--- src/rtl/key_encoder8_3.sv ---
// -----------------------------------------------------------------------------
// key_encoder8_3
//   Debounced 8-key priority encoder. Raw key lines are synchronized, the
//   highest pressed index is taken as the candidate, and the code is accepted
//   only after the pressed pattern stays unchanged for CNT_MAX cycles. After
//   acceptance a full debounced release is needed before a new press counts.
//
//   Optional feature: define KEY_ENC_MULTI_ERR_EN to add the multi_err output.
//   When it is defined, a debounced press with more than one key set pulses
//   multi_err instead of code_vld and leaves code unchanged. When it is not
//   defined, multi-key presses resolve to the highest index.
// -----------------------------------------------------------------------------
module key_encoder8_3 #(
  parameter logic [19:0] CNT_MAX = 20'd1_000_000
) (
  input  logic       sys_clk,
  input  logic       sys_rst_n,
  input  logic [7:0] key_in,
  output logic [2:0] code,
  output logic       code_vld,
`ifdef KEY_ENC_MULTI_ERR_EN
  output logic       key_held,
  output logic       multi_err
`else
  output logic       key_held
`endif
);

  typedef enum logic [1:0] {
    IDLE     = 2'd0,
    DEBOUNCE = 2'd1,
    HOLD     = 2'd2,
    RELEASE  = 2'd3
  } state_t;

  // Last count value before a window is complete; also the saturation point.
  localparam logic [19:0] CNT_LAST = CNT_MAX - 20'd1;

  logic [7:0]  key_meta;
  logic [7:0]  key_sync;
  logic [2:0]  cand_enc;

  state_t      state,     state_nxt;
  logic [19:0] cnt,       cnt_nxt;
  logic [19:0] cnt_inc;
  logic [7:0]  pat,       pat_nxt;
  logic [2:0]  cand,      cand_nxt;
  logic [2:0]  code_nxt;
  logic        vld_nxt;
`ifdef KEY_ENC_MULTI_ERR_EN
  logic        merr_nxt;
  logic        pat_multi;
`endif

  // Two-flop synchronizer for the asynchronous key lines.
  // NOTE: asynchronous active-low reset in the sensitivity list; sequential
  // state is always assigned with non-blocking (<=) so every flop samples the
  // pre-edge values of the others.
  always_ff @(posedge sys_clk or negedge sys_rst_n) begin
    if (!sys_rst_n) begin
      key_meta <= 8'h00;
      key_sync <= 8'h00;
    end else begin
      key_meta <= key_in;
      key_sync <= key_meta;
    end
  end

  // Priority encode of the synchronized keys: highest set index wins.
  // NOTE: every variable written in an always_comb gets a default first so
  // no path leaves it unassigned and no latch is inferred.
  always_comb begin
    cand_enc = 3'd0;
    for (int i = 0; i < 8; i++) begin
      if (key_sync[i]) cand_enc = i[2:0];
    end
  end

  // Counter never wraps: it holds at CNT_LAST until the FSM clears it.
  assign cnt_inc = (cnt >= CNT_LAST) ? CNT_LAST : cnt + 20'd1;

`ifdef KEY_ENC_MULTI_ERR_EN
  // More than one bit set in the latched pattern.
  assign pat_multi = (pat & (pat - 8'd1)) != 8'h00;
`endif

  // Next-state, counter and output decisions.
  always_comb begin
    state_nxt = state;
    cnt_nxt   = cnt;
    pat_nxt   = pat;
    cand_nxt  = cand;
    code_nxt  = code;
    vld_nxt   = 1'b0;
`ifdef KEY_ENC_MULTI_ERR_EN
    merr_nxt  = 1'b0;
`endif

    unique case (state)
      IDLE: begin
        if (key_sync != 8'h00) begin
          state_nxt = DEBOUNCE;
          pat_nxt   = key_sync;
          cand_nxt  = cand_enc;
          cnt_nxt   = 20'd0;
        end
      end

      DEBOUNCE: begin
        if (key_sync == 8'h00) begin
          // Bounce back to nothing: drop the press.
          state_nxt = IDLE;
          cnt_nxt   = 20'd0;
        end else if (key_sync != pat) begin
          // Pattern moved: restart the stability window on the new pattern.
          pat_nxt   = key_sync;
          cand_nxt  = cand_enc;
          cnt_nxt   = 20'd0;
        end else if (cnt == CNT_LAST) begin
          state_nxt = HOLD;
          cnt_nxt   = 20'd0;
`ifdef KEY_ENC_MULTI_ERR_EN
          if (pat_multi) begin
            merr_nxt = 1'b1;
          end else begin
            code_nxt = cand;
            vld_nxt  = 1'b1;
          end
`else
          code_nxt  = cand;
          vld_nxt   = 1'b1;
`endif
        end else begin
          cnt_nxt   = cnt_inc;
        end
      end

      HOLD: begin
        // Pattern changes with any key still down are deliberately ignored.
        if (key_sync == 8'h00) begin
          state_nxt = RELEASE;
          cnt_nxt   = 20'd0;
        end
      end

      RELEASE: begin
        if (key_sync != 8'h00) begin
          // Release was a bounce: still the same held press.
          state_nxt = HOLD;
          cnt_nxt   = 20'd0;
        end else if (cnt == CNT_LAST) begin
          state_nxt = IDLE;
          cnt_nxt   = 20'd0;
        end else begin
          cnt_nxt   = cnt_inc;
        end
      end

      default: begin
        state_nxt = IDLE;
        cnt_nxt   = 20'd0;
      end
    endcase
  end

  // FSM, counter, latched press and registered outputs.
  always_ff @(posedge sys_clk or negedge sys_rst_n) begin
    if (!sys_rst_n) begin
      state    <= IDLE;
      cnt      <= 20'd0;
      pat      <= 8'h00;
      cand     <= 3'd0;
      code     <= 3'd0;
      code_vld <= 1'b0;
`ifdef KEY_ENC_MULTI_ERR_EN
      multi_err <= 1'b0;
`endif
    end else begin
      state    <= state_nxt;
      cnt      <= cnt_nxt;
      pat      <= pat_nxt;
      cand     <= cand_nxt;
      code     <= code_nxt;
      code_vld <= vld_nxt;
`ifdef KEY_ENC_MULTI_ERR_EN
      multi_err <= merr_nxt;
`endif
    end
  end

  // A key counts as held from acceptance until the release is debounced.
  assign key_held = (state == HOLD) || (state == RELEASE);

endmodule

--- config.mk ---
export PLATFORM = sky130hd
export DESIGN_NAME = key_encoder8_3
export DESIGN_NICKNAME = d
export VERILOG_FILES = /design/src/rtl/key_encoder8_3.sv
export SDC_FILE = /design/constraint.sdc
export NUM_CORES = 1
export LEC_CHECK = 0
export CORE_MARGIN = 5
export CORE_UTILIZATION = 52
export DETAILED_ROUTE_END_ITERATION = 8
export GPL_TIMING_DRIVEN = 0
export PLACE_DENSITY = 0.69
export REMOVE_ABC_BUFFERS = 1
export SYNTH_ARGS = -nofsm -noshare
export SYNTH_HDL_FRONTEND = slang
export SYNTH_SLANG_ARGS = --single-unit
--- constraint.sdc ---
create_clock -name sys_clk -period 3.25 [get_ports sys_clk]
set_input_delay 0.65 -clock sys_clk [delete_from_list [all_inputs] [get_ports sys_clk]]
set_output_delay 0.65 -clock sys_clk [all_outputs]
set_load 0.005 [all_outputs]
==> flow_metrics.py, run 1 <==
metrics = {
    "yosys": {
        "ys_async_sr_fraction": 1.000,
        "ys_seq_elements": 53,
        "post_synth_most_frequent_cells": "53 x dfrtp_1, 35 x nand2_1, 15 x mux2_2",
        "netlist-cell-type-count": 47,
        "synth-seq-area-share": 0.4921,
        "syn-mean-instance-area_um2": 10.21,
        "syn-cell-area_um2": 2695,
        "yosysMostFrequentCell": "dfrtp_1",
        "ys_dominant_reg_cell": "dfrtp_1",
        "yosys_top_cell_area_share": 0.4921,
        "yosys_warnings": 0,
        "synthDominantAreaCellType": "dfrtp_1",
        "synth.top_cells.by_area": "dfrtp_1 49%, mux2_2 6.3%, nand2_1 4.9%, o2111ai_1 2.9%, o221ai_1 2.9%",
        "synth_edf_count": 0,
        "synthCells": 264,
    },
    "timing": {
        "timing.final.hold_violations": 0,
        "worst_pin_slew_ps": 1080,
        "maximum_achievable_frequency_mhz": 370.6,
        "fin_crit_sh": 0.8303,
        "fin_crit_ps": 2699,
        "final-setup-viol-count": 0,
        "timing.slew.headroom": 0.2803,
        "finClkSkew_ps": 4.327,
        "number_of_slew_limit_violations_in_the_final_report": 0,
        "postLayoutSetupSlackWorst_ps": 551.4,
        "rsz0062_at_grt": "false",
    },
    "cts": {
        "cts_setup_buffers": 0,
        "cts_buffer_depth": 2,
        "clock_sinks": 53,
        "cts-root-buf": "clkbuf_8",
        "clkSlewWorstSetupHoldPaths_ps": 110,
        "h_tree_levels": 2,
        "cts_repair_resize_count": 0,
        "clock_insertion_delay_worst_skew_ps": 310,
        "cts_inserted_buffers": 5,
        "tritoncts": "built",
        "post_cts_hold_buffer_count": 0,
    },
    "drt": {
        "route.met3.wl_um": 266,
        "routed.top_layer": "met4",
        "detailroute.via_count": 2030,
        "detail_route_antenna_nets": 0,
        "routed-wl-met2_um": 2635,
        "routed_wirelength_um": 5487,
        "detail_route.drc_violations": 0,
        "wirelength_met1_um": 2526,
        "detail_route.vias_per_cell": 5.936,
        "drt-wirelength-per-cell_um": 16.04,
        "drt_iter0_markers": 184,
        "detail_route.first_pass.iterations": 4,
    },
    "power_and_ir_drop": {
        "power.ir.vdd_worst_mv": 0.3356,
        "leak_uw": 0.001131,
        "power.density_nw_per_um2": 466.0,
    },
    "final_layout": {
        "seq_area_um2": 1326,
        "multi_input_gate_area_um2": 1236,
        "utilization": 0.5831,
        "synthesis_to_layout_area_growth_pct": 9.796,
        "final_layout_size_suffix_gt1_frac": 0.1397,
        "n_antenna_cell": 0,
        "num-nets-final": 282,
        "nFillCells": 448,
    },
    "grt": {
        "grt.total_usage": 0.1794,
        "largest_net_degree_at_the_start_of_global_routing": 42,
        "gr-total-overflow": 0,
        "grt_first_pass_wirelength_um": 9425,
        "first_global_vias": 1973,
        "grt_antenna_before_repair": 0,
    },
    "critical_path": {
        "timing.critical_path.to_type": "flop",
        "critical_path.n_buffers_inverters": 1,
        "worst-endpoint-arrival_ps": 2930,
        "setup.worst_path.class": "reg2reg",
        "cp_max_fo": 11,
        "worst_reg_to_reg_setup_slack_ps": 550,
        "worstPathRequired_ps": 3480,
        "worst_path_top_cell_family_by_delay": "simple AND/OR/NAND/NOR gates",
        "cp_cell_sequence": "or4_1 -> nor4_2 -> buf_4 -> o211ai_1 -> a22oi_1",
        "critical_path.startpoint_type": "flop",
        "critical-path-slowest-cell": "nor4_2",
        "crit_path_max_incr_delay_ps": 890,
    },
    "die": {
        "chipWidth_um": 81.99,
        "fp.coreArea_um2": 5075,
        "die-area_um2": 6722,
        "initial_core_utilization": 0.5311,
        "standard_cell_rows": 26,
        "die_ht_um": 81.99,
        "num_io_pins": 15,
    },
    "status": {
        "status": "finished, final reports clean",
    },
    "run": {
        "cap_violations": 0,
    },
    "placed_design": {
        "post-dp-hpwl_um": 3776,
        "gpl.final_weighted_congestion": 0.8393,
        "portBuffers": 14,
        "place_worst_setup_slack_ps": 594.9,
    },
    "hold_path": {
        "min_path_type": "in2async",
    },
}
[flip-flops by register name (all words and copies together), names as in the netlist, named ones only]
register and count:
key_sync 8, state 1, pat 8, code 3
cand 3, code_vld 1, key_meta 8, cnt 20
[path summary, 6_finish.rpt]
path	from	to	depth (start not counted)
min in group sys_clk	key_meta[3]	key_sync[3]	0
min reg2reg	key_meta[3]	key_sync[3]	0
max in group asynchronous	sys_rst_n	cnt[7]	2
min	sys_rst_n	code[1]	1
max reg2reg	key_sync[5]	cnt[10]	5
max	key_sync[5]	cnt[10]	5
[through the flow]
stage	hold WS, ps	TNS, ps	total power, uW	std cells	cell area (um2)
2_1_floorplan	331.2	-35.90	905.1	246	2580
3_3_place_gp	331.6	-28360	970.2	330	2808
3_5_place_dp	336.2	0	990.2	334	2861
4_1_cts	222.7	0	1397	342	2959
5_1_grt	234.4	0	1444	342	2959
6_report	216.7	0	1379	342	2959
[power breakdown]
| group | internal [uW] | switching [uW] | total [uW] |
|---|---|---|---|
| combinational | 111 | 113 | 223 |
| clock | 162 | 242 | 403 |
| sequential | 714 | 38.6 | 752 |
| total | 986 | 393 | 1380 |
[routing by layer]
| metal | global-route usage | up-vias |
|---|---|---|
| li1 | - | 992 |
| met1 | 0.2491 | 988 |
| met2 | 0.2876 | 44 |
| met3 | 0.02632 | 6 |
| met4 | 0.05980 | 0 |
| met5 | 0 | - |
[area by class of cell]
type	instances	share of cell area
multi-input cells	184	0.4178
clock buffers	5	0.02326
repair buffers	18	0.06004
flip-flops and latches	53	0.4482
inverters	9	0.01142
well taps	70	0.02960
clock inverters	3	0.009725
[kinds of logic after synthesis]
logic type,count (synthesis),share of synthesized area
buffers and inverters,27,0.05524
flip-flops,53,0.4921
adder cells (fa/ha/maj),1,0.004642
XOR/XNOR,8,0.02600
AO/OA/AOI/OAI,60,0.1718
AND/OR/NAND/NOR,99,0.1839
multiplexers,16,0.06639
[worst reg2reg max path: stages, from the launching register on]
cell,delay [ps]
dfrtp_1,450
or4_1,650
nor4_2,890
buf_4,340
o211ai_1,100
a22oi_1,200
[cell usage in the layout, fill, tap and decap left out, types with 3 or more instances in the layout]
master           Yosys  layout
o21a_1              10      10
nand4_1              6       6
xnor2_1              8       8
dfrtp_1             53      53
o221ai_1             9       9
o2111ai_1            9       9
inv_1                9       9
nor2_1              13      13
mux2_2              15      15
nand2_1             35      35
or4_1                4       4
o211ai_1             9       9
clkbuf_8             1       5
buf_4                3       3
and2_1               3       3
o21ai_0              5       5
clkdlybuf4s50_1      0      13
nand3_1             10      10
nor3_1               8       8
or3_1                5       5
(Power assumes the default switching activity.)
==> run 2, diff against run 1 <==
==> constraint.sdc (replaced) <==
create_clock -name sys_clk -period 2.5 [get_ports sys_clk]
set_input_delay 0.5 -clock sys_clk [delete_from_list [all_inputs] [get_ports sys_clk]]
set_output_delay 0.5 -clock sys_clk [all_outputs]
set_load 0.005 [all_outputs]
==> run 2 against run 1 <==
- core utilization rose by 1.8 points
- via count rose by 3.5%
- cell area rose by 3.1%
- flip-flop and latch count did not move
- sequential share of layout area fell by 1.4 points
- clock skew rose by 3.5 ps
- wire length rose by 2.2%
- global-route usage rose by 0.42 points
- register-to-register slack got worse by 430 ps
- critical endpoint is now code[2]
- largest cell class unchanged
==> flow_metrics.py, run 2 (same netlist as run 1, synthesis figures left out) <==
metrics = {
    "grt": {
        "gr-total-overflow": 0,
        "first_global_vias": 1998,
        "grt_first_pass_wirelength_um": 9604,
        "grt.total_usage": 0.1836,
        "grt_antenna_before_repair": 0,
        "largest_net_degree_at_the_start_of_global_routing": 42,
    },
    "timing": {
        "finClkSkew_ps": 7.850,
        "worst_pin_slew_ps": 1081,
        "fin_crit_ps": 2375,
        "final-setup-viol-count": 0,
        "timing.setup.tns_ps": 0,
        "fin_crit_sh": 0.9500,
        "maximum_achievable_frequency_mhz": 421.0,
        "postLayoutSetupSlackWorst_ps": 124.9,
        "holdWs_ps": 64.41,
        "timing.final.hold_violations": 0,
        "rsz0062_at_grt": "false",
        "number_of_slew_limit_violations_in_the_final_report": 0,
        "timing.slew.headroom": 0.2795,
    },
    "critical_path": {
        "r2r.worst_path.cells": 6,
        "cp_num_cells": 6,
        "worst_reg_to_reg_setup_slack_ps": 120,
        "worstPathRequired_ps": 2710,
        "crit_path_max_incr_delay_ps": 760,
        "timing.critical_path.from": "key_sync[0]",
        "worst_path_top_cell_family_by_delay": "simple AND/OR/NAND/NOR gates",
        "worst-endpoint-arrival_ps": 2580,
        "worst_r2r_endpoint": "code[2]",
        "critical-path-slowest-cell": "or4_2",
        "critical_path.n_buffers_inverters": 1,
        "cp_cell_sequence": "or4_2 -> o21ai_2 -> nor4_4 -> buf_4 -> nand3_1 -> mux2_2",
        "r2r_start": "key_sync[0]",
        "cp_max_fo": 7,
        "critical_path.startpoint_type": "flop",
        "setup.worst_path.class": "reg2reg",
        "timing.critical_path.to_type": "flop",
    },
    "die": {
        "chipWidth_um": 81.99,
        "die-area_um2": 6722,
        "standard_cell_rows": 26,
        "die_ht_um": 81.99,
        "num_io_pins": 15,
        "fp.coreArea_um2": 5075,
        "initial_core_utilization": 0.5311,
    },
    "drt": {
        "detail_route.drc_violations": 0,
        "detail_route.first_pass.iterations": 4,
        "drt-wirelength-per-cell_um": 16.16,
        "detailroute.via_count": 2102,
        "drt_iter0_markers": 225,
        "detail_route_antenna_nets": 0,
        "routed_wirelength_um": 5607,
        "detail_route.vias_per_cell": 6.058,
    },
    "final_layout": {
        "layout.cells.most_common": "dfrtp_1",
        "n_antenna_cell": 0,
        "most-common-layout-cells": "53 x dfrtp_1, 34 x nand2_1, 15 x mux2_2, 13 x nor2_1, 13 x clkdlybuf4s50_1",
        "largest_register_ffs": 20,
        "num-nets-final": 287,
        "final_layout_size_suffix_gt1_frac": 0.1625,
        "layout.cell_area.non_filler_um2": 3052,
        "synthesis_to_layout_area_growth_pct": 13.23,
        "largest_register": "cnt",
    },
    "placed_design": {
        "post-dp-hpwl_um": 3776,
        "placed_cell_area_um2": 2861,
        "portBuffers": 14,
        "place_worst_setup_slack_ps": -155.1,
        "gpl.final_weighted_congestion": 0.8393,
    },
    "cts": {
        "cts_inserted_buffers": 5,
        "h_tree_levels": 2,
        "post_cts_hold_buffer_count": 0,
        "cts_buffer_depth": 2,
        "clock_sinks": 53,
        "clkSlewWorstSetupHoldPaths_ps": 110,
        "clock_insertion_delay_worst_skew_ps": 310,
        "cts-root-buf": "clkbuf_8",
        "tritoncts": "built",
    },
    "power_and_ir_drop": {
        "leak_uw": 0.001168,
        "power.ir.vdd_worst_mv": 0.4412,
        "power.density_nw_per_um2": 599.7,
    },
    "run": {
        "cap_violations": 0,
    },
    "hold_path": {
        "min_path_type": "in2async",
    },
    "status": {
        "status": "finished, final reports clean",
    },
}
## run 2: area by class of cell
type                    instances  area, um2
clock buffers                   5      68.82
fillers                       433       2023
repair buffers                 23      227.7
flip-flops and latches         53       1326
well taps                      70      87.58
clock inverters                 3      28.78
multi-input cells             184       1279
inverters                       9      33.78
## run 2: layer usage
| metal | up-vias | global-route usage | part of all wire |
|---|---|---|---|
| li1 | 1006 | - | - |
| met1 | 1041 | 0.2548 | 0.47 |
| met2 | 49 | 0.2964 | 0.48 |
| met3 | 6 | 0.02632 | 0.040 |
| met4 | 0 | 0.05814 | 0.0086 |
| met5 | - | 0 | 0 |
## run 2: repair_timing
action,in CTS,in global routing
buffers inserted,3,2
resized for setup,4,2
endpoints found under the setup margin,20,3
gates cloned,0,0
pin swaps,0,1
## run 2: how the worst max path moves through the flow
| stage | endpoint | slack, ps |
|---|---|---|
| 2_1_floorplan | cnt[2] | -770 |
| 3_3_place_gp | cnt[2] | -2040 |
| 3_5_place_dp | cnt[10] | -160 |
| 4_1_cts | cnt[10] | 120 |
| 5_1_grt | pat[1] | 20 |
| 6_report | code[2] | 120 |
## run 2: worst reg2reg max path, stage by stage (launching register included)
cell     delay, ps
dfrtp_1        420
or4_2          760
o21ai_2        270
nor4_4         100
buf_4          190
nand3_1        190
mux2_2         370
## run 2: stage by stage
stage               total power [uW]  std cells    util
floorplan                       1177        246       -
global placement                1261        330  0.5533
detailed placement              1287        334  0.5639
CTS                             1839        345  0.5952
global route                    1913        347  0.6013
finish                          1830        347  0.6013
## run 2: power breakdown
group,internal (uW),total (uW),switching [uW],leakage [uW]
sequential,928,979,51.4,0.000668
clock,210,528,318,0.0000506
combinational,157,323,165,0.000449
total,1300,1830,535,0.00117
==> RTL edit, RTL diff (config.mk and constraints of run 1) <==
Make the reset (`sys_rst_n`) synchronous in 2 clocked blocks. Comments in the files are not updated.
--- a/src/rtl/key_encoder8_3.sv
+++ b/src/rtl/key_encoder8_3.sv
@@ -56,7 +56,7 @@
   // NOTE: asynchronous active-low reset in the sensitivity list; sequential
   // state is always assigned with non-blocking (<=) so every flop samples the
   // pre-edge values of the others.
-  always_ff @(posedge sys_clk or negedge sys_rst_n) begin
+  always_ff @(posedge sys_clk) begin
     if (!sys_rst_n) begin
       key_meta <= 8'h00;
       key_sync <= 8'h00;
@@ -164,7 +164,7 @@
   end
 
   // FSM, counter, latched press and registered outputs.
-  always_ff @(posedge sys_clk or negedge sys_rst_n) begin
+  always_ff @(posedge sys_clk) begin
     if (!sys_rst_n) begin
       state    <= IDLE;
       cnt      <= 20'd0;
Check against the original RTL: same outputs for any inputs over 10 cycles, from zero or initial values and one cycle with sys_rst_n low; that may be too few to reach the edited logic, so the function may still have changed.
==> RTL edit against run 1 <==
Final area is 4.9% lower. Setup slack better by 0.089 ns. Total power is 12% lower. Critical path depth stayed put. Sequential cell count stayed put. Via count is 2.4% higher. Non-clock buffer count is 4 lower. Count of clock-buffer cells in the layout is 1 higher. Largest cell class is now multi-input combinational cells. Wire length is 7.9% lower. Synthesized area is 5.5% lower.
==> RTL edit: results (changes against run 1) <==
stage;metric;value;unit;change
status;outcome;finished clean;;unchanged
place;place_ws;-0.107;ns;was 0.595 ns
global_routing;grt_start_max_net_pins;33;;was 42
routing;dr_wl_met2;2.17;mm;was 2.64 mm
power;ir_worst_vdd;0.313;mV;was 0.336 mV
setup_path;crit_start;sys_rst_n;;was key_sync[5]
global_routing;grt_use_met3;4.06;%;was 2.63%
finish;fin_nets;318;;was 282
global_routing;grt_pass1_vias;1901;;was 1,973
worst_hold_path;hold_class;flip-flop to flip-flop;;was primary input to asynchronous set/reset pin
synth;synth_area_leaders;dfxtp_1 (42%), nor2_1 (5.7%), xnor2_1 (4.8%);;was dfrtp_1 (49%), mux2_2 (6.3%), nand2_1 (4.9%)
place;gp_congestion;0.838;;was 0.839
setup_path;endpoint;cnt[9];;was cnt[10]
synth;ys_seq_area_share;41.7;%;was 49.2%
synth;synthArstFlopShare;0;%;was 100%
synth;synth-compound-area-share;14.3;%;was 17.2%
routing;wl_met1;2.61;mm;was 2.53 mm
global_routing;grt_use_total;17.7;%;was 17.9%
global_routing;use_met2;27.1;%;was 28.8%
finish;drive_above_1_share;6.49;%;was 14.0%
setup_path;critical-path-top-delay-family;buffers and inverters;;was simple AND/OR/NAND/NOR gates
synth;synthAdderAreaFrac;0.491;%;was 0.464%
setup_path;worstPathArrival;2.87;ns;was 2.93 ns
place;hpwl;3.45;mm;was 3.78 mm
setup_path;cp.depth;5;;unchanged
setup_path;path_max_fanout;32;;was 11
clock_network;clkSlewWorstSetupHoldPaths;0.09;ns;was 0.11 ns
power;leakage;0.965;nW;was 1.13 nW
setup_path;timing.rr.start;cnt[14];;was key_sync[5]
global_routing;met1_usage;25.0;%;was 24.9%
synth;synth.area.mux_share;4.32;%;was 6.64%
clock_network;cts.sink_count;53;;unchanged
global_routing;grt_pass1_wl;9.09;mm;was 9.43 mm
synth;yosys-top-cells-count;dfxtp_1 (53), nor2_1 (39), nand3_1 (23);;was dfrtp_1 (53), nand2_1 (35), mux2_2 (15)
sta;finClkSkew;0.00520;ns;was 0.00433 ns
setup_path;reg2reg_depth;6;;was 5
setup_path;cp_slowest_stage_delay;0.77;ns;was 0.89 ns
sta;holdWs;0.438;ns;was 0.217 ns
finish;areaGrowthSynthToFinish;10.5;%;was 9.80%
routing;dr_total_vias;2079;;was 2,030
synth;synthDistinctLibCells;48;;was 47
routing;drtIter0Drc;221;;was 184
sta;worstMarginPinSlew;1.27;ns;was 1.08 ns
routing;finalWirelength;5.06;mm;was 5.49 mm
-- RTL edit: metrics by stage --
| stage | setup TNS, ns | total power [W] | area [sq um] | util, % | std cells |
|---|---|---|---|---|---|
| after global placement | -0.119 | 0.000827 | 2710 | 57.4 | 367 |
| after detailed placement | -0.107 | 0.000830 | 2710 | 57.4 | 367 |
| after global routing | 0 | 0.00127 | 2810 | 59.6 | 375 |
| after floorplan | 0 | 0.000787 | 2480 | - | 286 |
| final | 0 | 0.00121 | 2810 | 59.6 | 375 |
| after CTS | 0 | 0.00123 | 2810 | 59.5 | 375 |
-- RTL edit: power by group --
part	internal [W]	switching, W	total, W
sequential	0.000669	0.0000168	0.000686
combinational	0.0000528	0.0000769	0.000130
clock	0.000176	0.000221	0.000396
total	0.000898	0.000314	0.00121
-- RTL edit: final cells by class --
type                       instances  area (sq um)
clock buffer                       6          82.6
clock inverter                     2          16.3
fill                             446          1910
inverter                           8          30.0
multi-input combinational        225          1400
sequential                        53          1060
tap                               67          83.8
timing repair buffer              14           143
